<file path="src/rtl/mdu_pkg.sv">
// ============================================================================
// Module : mdu_pkg
// Brief  : Shared op encodings, FSM states and sizing helpers for the MDU.
// Rev    : 1.0  initial release
// ============================================================================
`default_nettype none

package mdu_pkg;

  localparam logic [2:0] MDU_MULTU = 3'b000;
  localparam logic [2:0] MDU_MULT  = 3'b001;
  localparam logic [2:0] MDU_DIVU  = 3'b010;
  localparam logic [2:0] MDU_DIV   = 3'b011;
  localparam logic [2:0] MDU_MTHI  = 3'b100;
  localparam logic [2:0] MDU_MTLO  = 3'b101;

  localparam int MDU_WIDTH_DEFAULT = 32;
  localparam int CNT_W = $clog2(MDU_WIDTH_DEFAULT + 1);

  typedef enum logic [1:0] {
    ST_IDLE   = 2'd0,
    ST_CALC   = 2'd1,
    ST_FINISH = 2'd2
  } mdu_state_t;

  function automatic int mdu_cnt_w(input int width);
    return $clog2(width + 1);
  endfunction

endpackage

`default_nettype wire

</file>
<file path="src/rtl/mdu_shift_core.sv">
// ============================================================================
// Module : mdu_shift_core
// Brief  : 2W accumulator performing one shift-add or restoring-divide step.
// Rev    : 1.0  initial release
// ============================================================================
`default_nettype none

module mdu_shift_core
  import mdu_pkg::*;
#(
  parameter int WIDTH = 32
) (
  input  logic               clk,
  input  logic               reset,
  input  logic               load,
  input  logic               step,
  input  logic               is_div,
  input  logic [WIDTH-1:0]   opa,
  input  logic [WIDTH-1:0]   opb,
  output logic [2*WIDTH-1:0] acc,
  output logic               last
);

  localparam int CW = mdu_cnt_w(WIDTH);

  logic [2*WIDTH-1:0] r_acc;
  logic [WIDTH-1:0]   r_opb;
  logic [CW-1:0]      r_cnt;

  logic [WIDTH:0]     w_mul_sum;
  logic [WIDTH:0]     w_rem_sh;
  logic               w_qbit;
  logic [WIDTH-1:0]   w_rem_nxt;
  logic [2*WIDTH-1:0] w_acc_nxt;

  // Multiply: low half holds the multiplier, consumed LSB first.
  assign w_mul_sum = {1'b0, r_acc[2*WIDTH-1:WIDTH]} + (r_acc[0] ? {1'b0, r_opb} : '0);

  // Divide: W+1-bit trial; quotient bit set when the subtract does not borrow.
  assign w_rem_sh  = r_acc[2*WIDTH-1:WIDTH-1];
  assign w_qbit    = (w_rem_sh >= {1'b0, r_opb});
  assign w_rem_nxt = w_qbit ? (w_rem_sh[WIDTH-1:0] - r_opb) : w_rem_sh[WIDTH-1:0];

  assign w_acc_nxt = is_div ? {w_rem_nxt, r_acc[WIDTH-2:0], w_qbit}
                            : {w_mul_sum, r_acc[WIDTH-1:1]};

  always_ff @(posedge clk) begin
    if (!reset) begin
      r_acc <= '0;
      r_opb <= '0;
      r_cnt <= '0;
    end else if (load) begin
      r_acc <= {{WIDTH{1'b0}}, opa};
      r_opb <= opb;
      r_cnt <= CW'(WIDTH);
    end else if (step) begin
      r_acc <= w_acc_nxt;
      r_cnt <= r_cnt - 1'b1;
    end
  end

  assign acc  = r_acc;
  assign last = (r_cnt == CW'(1));

endmodule

`default_nettype wire

</file>
<file path="src/rtl/mul_div_unit.sv">
// ============================================================================
// Module : mul_div_unit
// Brief  : Iterative MULT/DIV unit with architectural HI/LO and MTHI/MTLO.
// Rev    : 1.0  initial release
// ============================================================================
`default_nettype none

module mul_div_unit
  import mdu_pkg::*;
#(
  parameter int WIDTH     = 32,
  parameter bit SIGNED_EN = 1'b1
) (
  input  logic             clk,
  input  logic             reset,
  input  logic             start,
  input  logic [2:0]       op,
  input  logic [WIDTH-1:0] a,
  input  logic [WIDTH-1:0] b,
  output logic             busy,
  output logic             done,
  output logic [WIDTH-1:0] hi,
  output logic [WIDTH-1:0] lo
);

  mdu_state_t r_state, w_state_nxt;

  logic             r_is_div;
  logic             r_neg_ab;
  logic             r_neg_a;
  logic             r_done;
  logic [WIDTH-1:0] r_hi;
  logic [WIDTH-1:0] r_lo;

  logic               w_idle;
  logic               w_accept;
  logic               w_op_signed;
  logic               w_a_neg;
  logic               w_b_neg;
  logic [WIDTH-1:0]   w_opa;
  logic [WIDTH-1:0]   w_opb;
  logic               w_step;
  logic               w_last;
  logic [2*WIDTH-1:0] w_acc;
  logic [2*WIDTH-1:0] w_prod;
  logic [WIDTH-1:0]   w_quo;
  logic [WIDTH-1:0]   w_rem;

  assign w_idle      = (r_state == ST_IDLE);
  assign w_accept    = w_idle && start && (op[2] == 1'b0);
  assign w_op_signed = SIGNED_EN && op[0];
  assign w_a_neg     = w_op_signed && a[WIDTH-1];
  assign w_b_neg     = w_op_signed && b[WIDTH-1];
  assign w_opa       = w_a_neg ? -a : a;
  assign w_opb       = w_b_neg ? -b : b;
  assign w_step      = (r_state == ST_CALC);

  always_comb begin
    w_state_nxt = r_state;
    case (r_state)
      ST_IDLE:   if (w_accept) w_state_nxt = ST_CALC;
      ST_CALC:   if (w_last)   w_state_nxt = ST_FINISH;
      ST_FINISH: w_state_nxt = ST_IDLE;
      default:   w_state_nxt = ST_IDLE;
    endcase
  end

  mdu_shift_core #(
    .WIDTH (WIDTH)
  ) u_core (
    .clk    (clk),
    .reset  (reset),
    .load   (w_accept),
    .step   (w_step),
    .is_div (r_is_div),
    .opa    (w_opa),
    .opb    (w_opb),
    .acc    (w_acc),
    .last   (w_last)
  );

  // Magnitude results are sign-corrected only when written to HI/LO.
  assign w_prod = r_neg_ab ? -w_acc : w_acc;
  assign w_quo  = r_neg_ab ? -w_acc[WIDTH-1:0] : w_acc[WIDTH-1:0];
  assign w_rem  = r_neg_a  ? -w_acc[2*WIDTH-1:WIDTH] : w_acc[2*WIDTH-1:WIDTH];

  always_ff @(posedge clk) begin
    if (!reset) begin
      r_state  <= ST_IDLE;
      r_done   <= 1'b0;
      r_is_div <= 1'b0;
      r_neg_ab <= 1'b0;
      r_neg_a  <= 1'b0;
      r_hi     <= '0;
      r_lo     <= '0;
    end else begin
      r_state <= w_state_nxt;
      r_done  <= (r_state == ST_FINISH);
      if (w_accept) begin
        r_is_div <= op[1];
        r_neg_ab <= w_a_neg ^ w_b_neg;
        r_neg_a  <= w_a_neg;
      end
      if (r_state == ST_FINISH) begin
        if (r_is_div) begin
          r_hi <= w_rem;
          r_lo <= w_quo;
        end else begin
          r_hi <= w_prod[2*WIDTH-1:WIDTH];
          r_lo <= w_prod[WIDTH-1:0];
        end
      end else if (w_idle && start && (op == MDU_MTHI)) begin
        r_hi <= a;
      end else if (w_idle && start && (op == MDU_MTLO)) begin
        r_lo <= a;
      end
    end
  end

  assign busy = !w_idle;
  assign done = r_done;
  assign hi   = r_hi;
  assign lo   = r_lo;

endmodule

`default_nettype wire

</file>
<file path="config.mk">
export PLATFORM = sky130hd
export DESIGN_NAME = mul_div_unit
export DESIGN_NICKNAME = d
export VERILOG_FILES = /design/src/rtl/mdu_pkg.sv /design/src/rtl/mdu_shift_core.sv /design/src/rtl/mul_div_unit.sv
export SDC_FILE = /design/constraint.sdc
export NUM_CORES = 1
export LEC_CHECK = 0
export ABC_CLOCK_PERIOD_IN_PS = 7710
export CORE_ASPECT_RATIO = 1.4
export CORE_MARGIN = 2
export CORE_UTILIZATION = 64
export DETAILED_ROUTE_END_ITERATION = 7
export DONT_BUFFER_PORTS = 1
export PLACE_DENSITY = 0.8
export SETUP_SLACK_MARGIN = 0.05
export SYNTH_ARGS = -nofsm -noshare
export SYNTH_HDL_FRONTEND = slang
export SYNTH_SLANG_ARGS = --single-unit
</file>
<file path="constraint.sdc">
create_clock -name clk -period 7.71 [get_ports clk]
set_input_delay 0.771 -clock clk [delete_from_list [all_inputs] [get_ports clk]]
set_output_delay 0.771 -clock clk [all_outputs]
set_load 0.01 [all_outputs]
</file>
[Word level (Yosys, flattened, before mapping)]
Cells that the tools add are included.
Word-level totals
  ROM bits: 0
  logic and storage cells: 68
  bits in writable memories: 0
  output and inout port bits: 66
  register bits: 172
  memories kept: 0
  input port bits: 70
  latch bits: 0
Operators by class
  add/subtract/negate cells: 8
  mux-type cells: 22
  reduce and logical (&&, ||, !) cells: 14
  shifts and indexed selects: 0
  divide/modulo/power cells: 0
  equality and inequality tests: 8
  bitwise operators: 3
  $lt $le $gt $ge: 1
  $mul: 0
Operators by type and width (number)
  32-bit two-way mux: 15
  64-bit two-way mux: 2
  32-bit negation: 4
  64-bit negation: 1
  32-bit by 32-bit adder with 33-bit output: 1
  33-bit by 32-bit greater-or-equal comparator with 1-bit output: 1
  32-bit subtractor: 1
  6-bit two-way mux: 2
  3-bit == test (second input constant): 2
  6-bit by 1-bit == test with 1-bit output (second input constant): 1
  1-bit logical AND: 6
  2-bit nonzero test: 3
  6-bit by 1-bit subtractor with 6-bit output (second input constant): 1
  2-bit two-way mux: 2
  2-bit != test (second input constant): 2
  2-bit one-hot mux with 2 select lines: 1
  2-bit AND reduction: 2
  2-bit by 1-bit == test with 1-bit output (second input constant): 1
  2-bit == test (second input constant): 1
  2-bit zero test: 1
  2-bit by 1-bit != test with 1-bit output (second input constant): 1
  1-bit NOT: 2
  2-bit OR reduction: 1
  1-bit zero test: 1
  1-bit XOR: 1

[Longest topological paths before layout]
Gate-level depths: netlist (run 1).
  depth after elaboration: 6
  depth in mapped cells: 14
  gate-level depth less buffers: 13

[Cells and area by module]
A second synthesis (run 1) with hierarchy kept.
Unflattened totals
  cells, all modules: 1912
  area total of the unflattened synthesis: 14774.2 µm²
By module, submodules not included
  mdu_shift_core: area each 8541.9 µm², times used 1, seq. area each 2042.0 µm², cells each 1077
  mul_div_unit: area each 6232.2 µm², times used 1, seq. area each 1401.3 µm², cells each 835

[Worst setup path before layout (run 1)]
No wires, ideal clock.
  kind: register to register
  start: register u_core.r_acc[0] (netlist: u_core.acc[0])
  end: register u_core.r_acc[60] (netlist: u_core.acc[60])
  library setup time: 0.095 ns
  slack: 4.540 ns
  cell stages (with the launch flop): 15
  clock period less this slack: 3.170 ns
  arrival: 3.075 ns
  buffers on the path: 2
  required time: 7.615 ns
  cells stage by stage: dfxtp_1 inv_1 buf_1 nor2_1 ha_1 clkbuf_1 nand2_1 a211oi_1 a221oi_1 o21a_1 o221a_2 a31o_2 o21ba_2 or3_1 a221oi_1
On the way
  cells in the longest elaborated chain, start to end: 3
RTL lines
  start, declared: RTL line mdu_shift_core.sv:26  | logic [2*WIDTH-1:0] r_acc;
  start signal, assigned: RTL line mdu_shift_core.sv:53  | r_acc <= {{WIDTH{1'b0}}, opa};
  start signal, assigned: RTL line mdu_shift_core.sv:57  | r_acc <= w_acc_nxt;
  32-bit two-way mux: RTL line mdu_shift_core.sv:37  | assign w_mul_sum = {1'b0, r_acc[2*WIDTH-1:WIDTH]} + (r_acc[0] ? {1'b0, r_opb} : '0);
  32-bit by 32-bit adder with 33-bit output: RTL line mdu_shift_core.sv:37
  64-bit two-way mux: RTL line mdu_shift_core.sv:44  | assign w_acc_nxt = is_div ? {w_rem_nxt, r_acc[WIDTH-2:0], w_qbit}
Every way passes these cells.
A chain may end at the register's enable or synchronous reset.

[Worst setup path after layout (run 1)]
  start: register u_core.r_acc[31] (netlist: u_core.acc[31])
  end: register u_core.r_acc[36] (netlist: u_core.acc[36])
On the way
  cells in the longest elaborated chain, start to end: 3
  elaborated cells between the ends (all ways): 4
  classes of those cells: 1 x add/sub; 1 x order compare; 2 x mux
RTL lines
  32-bit subtractor / 33-bit by 32-bit greater-or-equal comparator with 1-bit output (equally long branches): RTL line mdu_shift_core.sv:42, mdu_shift_core.sv:41
  32-bit two-way mux *: RTL line mdu_shift_core.sv:42  | assign w_rem_nxt = w_qbit ? (w_rem_sh[WIDTH-1:0] - r_opb) : w_rem_sh[WIDTH-1:0];
  64-bit two-way mux *: RTL line mdu_shift_core.sv:44
Mark *: on every way between the ends. The rest lies on a longest branch, timed or not.

==> summary.md, run 1 <==
| Metric | Value |
|---|---|
| Ys async rst share | `0%` |
| Unrepaired setup endpoints after global routing | `false` |
| DP Wirelength | `31200 um` |
| # clock sinks | `172` |
| Peak supply drop | `0.000173 V` |
| Seq/Total Area, Yosys | `23.8%` |
| Cell area after placement | `0.0145 sq mm` |
| Number of synthesized flops with an enable pin | `0` |
| WL final | `43000 um` |
| Number of library cell types mapped by synthesis | `71` |
| Crit. End Element | `flop` |
| MaxCap Viol Count | `0` |
| Drt wl/cell | `20.4 um` |
| Worst hold stages | `1` |
| Largest fanout on the critical path | `21` |
| FP Rows | `65` |
| Antenna diode count | `0` |
| Hold buffers post-CTS | `0` |
| Syn-to-layout area delta | `3.91%` |
| Final period util | `50.5%` |
| Fillers | `1953` |
| Final setup violation count | `0` |
| CTS tree | `yes` |
| Root buffer selected by CTS | `clkbuf_16` |
| Status | `finished clean` |
| Tot GR Track Use | `35.2%` |
| Hold_sp | `reset` |
| Worst min path class | `in -> reg` |
| Rel. slew slack | `27.1%` |
| Simple-Gate Fraction of Synth Area | `19.3%` |
| Post-synthesis cell count | `1901` |
| #FFs+latches synth | `172` |
| Final min period | `3890 ps` |
| DIE AREA | `0.0239 sq mm` |
| Post-synthesis adder-cell area fraction | `6.32%` |
| Clock buffer count from CTS | `17` |
| DRT iter0 DRCs | `1302` |
| Final hold slack | `445 ps` |
| Syn Std Cell Area | `0.0145 sq mm` |
| IO Pins | `136` |
| Arrival time worst endpoint | `4240 ps` |
| Post-Synth XOR/XNOR Area | `10.5%` |
| Mapped Nets | `2043` |
| Synth Warn # | `0` |
| Number of port buffers | `0` |
| R2r startpoint | `u_core.acc[31]` |
| Post-CTS Resized | `0` |
| Residual DRC | `0` |
| Slew Viols, Final | `0` |
| Cell area after layout | `0.0151 sq mm` |
| Worst path required time | `8060 ps` |
| Global-route wire length before repair | `69000 um` |
| Fraction of synthesized area in multiplexers | `6.02%` |
| Max Fclk | `257 MHz` |
| Reg2reg path depth | `12` |
| Setup Skew | `8.63 ps` |
| Fin. Hold Viols | `0` |
| R2r endpoint | `u_core.acc[36]` |
| Synth Area in Compound Gates | `28.8%` |
| PwrDens | `178 mW/mm^2` |
| Most used flip-flop cell after synthesis | `dfxtp_1` |
| Initial antenna violation count | `0` |
| Total number of vias | `14300` |
| Vias per inst | `6.75` |
| Clock H-tree levels | `4` |
| Final core occ | `67.3%` |
| Initial Util | `64.8%` |
| Synth top area cells | `dfxtp_1 (24%), ha_1 (6.0%), a21oi_1 (5.8%), xnor2_1 (5.4%), xor2_1 (5.1%)` |
| Largest family of logic cells by synthesized area | `compound AO/OA/AOI/OAI gates` |
| Leakage | `0.00646 uW` |
| Tightest Pin Transition | `1090 ps` |
| Pin count of the biggest net entering global routing | `137` |
| Post-DRT Antenna Nets | `0` |
| Mean post-synth cell area | `7.63 sq um` |
| Core ar. | `0.0224 sq mm` |
| Total negative slack | `0 ps` |
| Vias in the first global route | `13800` |
| Crit path kind | `reg -> reg` |
| GR Overflow Total | `0` |
| Postcts setup bufs | `0` |
| Post-synth top area cell | `dfxtp_1` |
| Flop-to-flop setup slack | `3820 ps` |
| Hold Crit Endpoint | `done` |
| Synth top area share | `23.8%` |
| Layout cells sized above 1 | `5.46%` |
| Startpoint types | `flop` |
| Clk slew on worst S/H paths | `70 ps` |
| 1st-pass router iterations | `8` |
| Routability cong. | `0.993` |
| Die Height | `182 um` |
| Fin nets | `1942` |
| Max Root-Sink Buffers | `2` |
| Worst-Skew Late Latency | `460 ps` |
| Die W | `131 um` |
## sequential cells by signal, indices dropped and copies added, names as in the netlist
register / count
hi: 32
u_core.r_opb: 32
r_state: 2
r_neg_a: 1
u_core.r_cnt: 6
u_core.acc: 64
r_neg_ab: 1
r_is_div: 1
lo: 32
done: 1
## logic make-up after synthesis
family | after synthesis
simple gates | 577
buf+inv | 200
xor+xnor | 174
mux | 84
compound gates | 622
flops | 172
fa+ha+maj | 72
## cells in the final DEF, fill, tap and decap left out, types with 13 or more instances in the layout
cell type and n:
nand2_1 186, dfxtp_1 171, a21oi_1 166, nor2_1 155
o21ai_0 119, xnor2_1 89, xor2_1 85, ha_1 70
inv_1 68, o211a_1 65, mux2i_1 59, o211ai_1 49
a211oi_1 44, nor2b_1 38, nand3_1 29, nor3_1 29
mux2_2 25, o31ai_1 24, or3_1 22, a21o_1 22
a31oi_1 17, clkbuf_16 17, and2_1 16, nor4_1 16
a21boi_0 15, nand2b_1 15, o221ai_1 13
## layer usage
metal  share of wire, %  track usage (%)  wire length, um  up-vias
li1                   -                -                -     6685
met1                 37             38.7            16100     6701
met2                 50             64.1            21500      701
met3                7.7             6.19             3310      169
met4                5.0             19.7             2140        0
met5                  0                0                0        -
## critical path: stages, from the launching register on
cell and delay (ps):
dfxtp_1 500, inv_1 90, ha_1 200, nand2b_1 170, a211oi_1 360, o21bai_1 180
o21ai_0 430, a41oi_1 280, a21oi_4 480, buf_4 390, mux2_2 380, a211oi_1 230
nor2_1 80
## cell usage after synthesis, types with 9 or more instances
cell type	count
a211oi_1	44
a21boi_0	15
a21o_1	22
a21oi_1	167
a31oi_1	17
and2_1	16
and3_1	12
buf_1	14
clkbuf_1	111
dfxtp_1	172
ha_1	70
inv_1	68
mux2_2	25
mux2i_1	59
nand2_1	186
nand2b_1	16
nand3_1	29
nand4_1	9
nor2_1	156
nor2b_1	40
nor3_1	29
nor4_1	16
o211a_1	65
o211ai_1	49
o21a_1	12
o21ai_0	119
o21bai_1	11
o221ai_1	13
o31ai_1	24
o41ai_1	12
or2_2	10
or3_1	22
or4_1	12
xnor2_1	89
xor2_1	85
## metrics by stage
stage | total power (uW) | cells | setup WS, ps
after floorplan | 1640 | 1901 | 4540
after global placement | 1790 | 2082 | 3970
after detailed placement | 1810 | 2082 | 3880
after CTS | 2670 | 2113 | 3860
after global routing | 2790 | 2113 | 3580
final | 2680 | 2113 | 3820
## how the worst max path moves through the flow
stage | from | endpoint | slack [ps] | depth (start not counted)
after CTS | u_core.acc[31] | u_core.acc[36] | 3860 | 12
after detailed placement | u_core.acc[31] | u_core.acc[36] | 3880 | 12
after global routing | u_core.acc[33] | u_core.acc[36] | 3580 | 11
final | u_core.acc[31] | u_core.acc[36] | 3820 | 12
after floorplan | u_core.acc[0] | u_core.acc[60] | 4540 | 14
after global placement | u_core.acc[31] | u_core.acc[36] | 3970 | 12
## area by class of cell
cell class	count	area, sq um	share of cell area, %
multi-input cells	1529	10300	68.5
inverters	69	259	1.72
flip-flops and latches	172	3450	22.9
clock buffers	17	425	2.82
clock inverters	14	148	0.980
repair buffers	11	82.6	0.548
well taps	301	377	2.50
## power by group
part,total (uW),internal (uW),switching [uW]
Combinational,803,333,470
Sequential,1010,936,76.8
Clock,869,476,393
Power figures use the tool's default switching activity.
==> inputs of run 2 (changes only) <==
Settings changed: ABC_CLOCK_PERIOD_IN_PS 7710 to 3850.
Clock period 7.71 ns to 3.85 ns, I/O delays scaled along.
==> run 2 against run 1 <==
Critical path depth grew 1; global-route usage up 1.7 points; largest power group unchanged; non-clock buffer count grew 40.
==> summary.md, run 2 (synthesized netlist as in run 1, its figures left out) <==
| Metric | Value |
|---|---|
| CTS tree | `yes` |
| Switching Share | `35.1%` |
| Layout cells sized above 1 | `7.56%` |
| 1st-pass router iterations | `6` |
| Worst-Skew Late Latency | `450 ps` |
| Rel. slew slack | `25.4%` |
| Tightest Pin Transition | `1120 ps` |
| Postcts setup bufs | `0` |
| Final min period | `3540 ps` |
| Post-DRT Antenna Nets | `0` |
| Commonest non-fill, non-tap cell in the layout | `nand2_1` |
| Unrepaired setup endpoints after global routing | `false` |
| MaxCap Viol Count | `0` |
| Pin count of the biggest net entering global routing | `137` |
| Initial antenna violation count | `1` |
| Peak supply drop | `0.000331 V` |
| Max reg flops | `64` |
| GR Overflow Total | `0` |
| Worst min path class | `in -> reg` |
| Clk slew on worst S/H paths | `70 ps` |
| Final period util | `91.9%` |
| Leakage | `0.00669 uW` |
| WL final | `45000 um` |
| # clock sinks | `172` |
| Number of port buffers | `0` |
| Initial Util | `64.8%` |
| Tot GR Track Use | `36.9%` |
| Residual DRC | `0` |
| Startpoint types | `flop` |
| Routability cong. | `0.979` |
| Syn-to-layout area delta | `6.37%` |
| DRT iter0 DRCs | `1308` |
| DIE AREA | `0.0239 sq mm` |
| Status | `finished clean` |
| Root buffer selected by CTS | `clkbuf_16` |
| Most frequent cells in the layout | `nand2_1 (186), dfxtp_1 (171), a21oi_1 (166)` |
| Slew Viols, Final | `0` |
| Clk pwr share | `33.3%` |
| Multi-input logic area | `0.0103 sq mm` |
| Max Fclk | `283 MHz` |
| Combinational share of power | `30.9%` |
| Antenna diode count | `0` |
| Crit path kind | `reg -> reg` |
| Fillers | `1917` |
| FP Rows | `65` |
| Fin. Hold Viols | `0` |
| Crit. End Element | `flop` |
| Die W | `131 um` |
| Switching Power | `1970 uW` |
| Power Internal | `3640 uW` |
| DP Wirelength | `34000 um` |
| Fin nets | `1982` |
| Seq pwr share | `35.8%` |
| Max Root-Sink Buffers | `2` |
| PwrDens | `364 mW/mm^2` |
| Clock H-tree levels | `4` |
| CP peak stage delay | `480 ps` |
| Drt wl/cell | `20.9 um` |
| Global-route wire length before repair | `71200 um` |
| Final setup violation count | `0` |
| CP Cell Sequence | `inv_1 > ha_1 > nand2_1 > a211oi_1 > o21bai_1 > o21ai_0 > a41oi_1 > buf_4 > a21oi_4 > buf_12 > nand2b_1 > o221ai_1 > a221oi_1` |
| Clock buffer count from CTS | `17` |
| Design Power | `5610 uW` |
| Vias per inst | `6.59` |
| Critical path's slowest cell | `o21ai_0` |
| Hold buffers post-CTS | `0` |
| Total negative slack | `0 ps` |
| Setup Skew | `7.58 ps` |
| IO Pins | `136` |
| Vias in the first global route | `13800` |
| Largest fanout on the critical path | `38` |
| Sequential cell area | `0.00345 sq mm` |
| Post-CTS Resized | `0` |
| Core ar. | `0.0224 sq mm` |
| Die Height | `182 um` |
| Total number of vias | `14200` |
| Worst path required time | `4190 ps` |
| Arrival time worst endpoint | `3880 ps` |
run 2: stage by stage:
stage	worst slack [ps]	utilization, %	instance area (sq um)	hold slack [ps]	instances
floorplan	680	-	14500	441	1901
global placement	435	66.2	14800	450	2122
detailed placement	390	66.2	14800	467	2122
CTS	373	68.9	15400	64.7	2154
global route	90.9	68.9	15400	61.8	2154
finish	314	68.9	15400	60.9	2154
run 2: final cells by class:
cell class              instances  share of cell area (%)
clock inverters                14                    1.18
inverters                      69                    1.68
repair buffers                 51                    2.56
flip-flops and latches        172                    22.4
clock buffers                  18                    2.85
well taps                     301                    2.44
multi-input cells            1529                    66.9
run 2: worst paths after layout:
path | startpoint | end | slack [ps] | cells past startpoint
min reg2reg | u_core.r_opb[22] | u_core.r_opb[22] | 470 | 2
max reg2reg | u_core.r_opb[4] | u_core.acc[62] | 310 | 13
max | u_core.r_opb[4] | u_core.acc[62] | 310 | 13
min | reset | done | 60 | 1
run 2: worst max-delay path: cells and delay by family, from the launching register on:
| kind | cells | cell delay [ps] |
|---|---|---|
| AOI/OAI and AO/OA | 7 | 1830 |
| adders and majority gates | 1 | 350 |
| buffers and inverters | 3 | 510 |
| DFF | 1 | 350 |
| and+or+nand+nor | 2 | 370 |
run 2: power groups by stage:
stage	sequential (uW)	clock, uW	combinational [uW]
6_report	2010	1870	1730
5_1_grt	2020	1940	1880
4_1_cts	2000	1870	1700
3_5_place_dp	2040	0	1690
3_3_place_gp	2040	0	1670
2_1_floorplan	2000	0	1290
run 2: layer usage:
| metal | up-vias | routed length, um | global-route usage (%) |
|---|---|---|---|
| li1 | 6774 | - | - |
| met1 | 6640 | 17400 | 41.6 |
| met2 | 630 | 22600 | 67.4 |
| met3 | 148 | 2920 | 6.11 |
| met4 | 2 | 2060 | 18.3 |
| met5 | - | 13 | 0 |
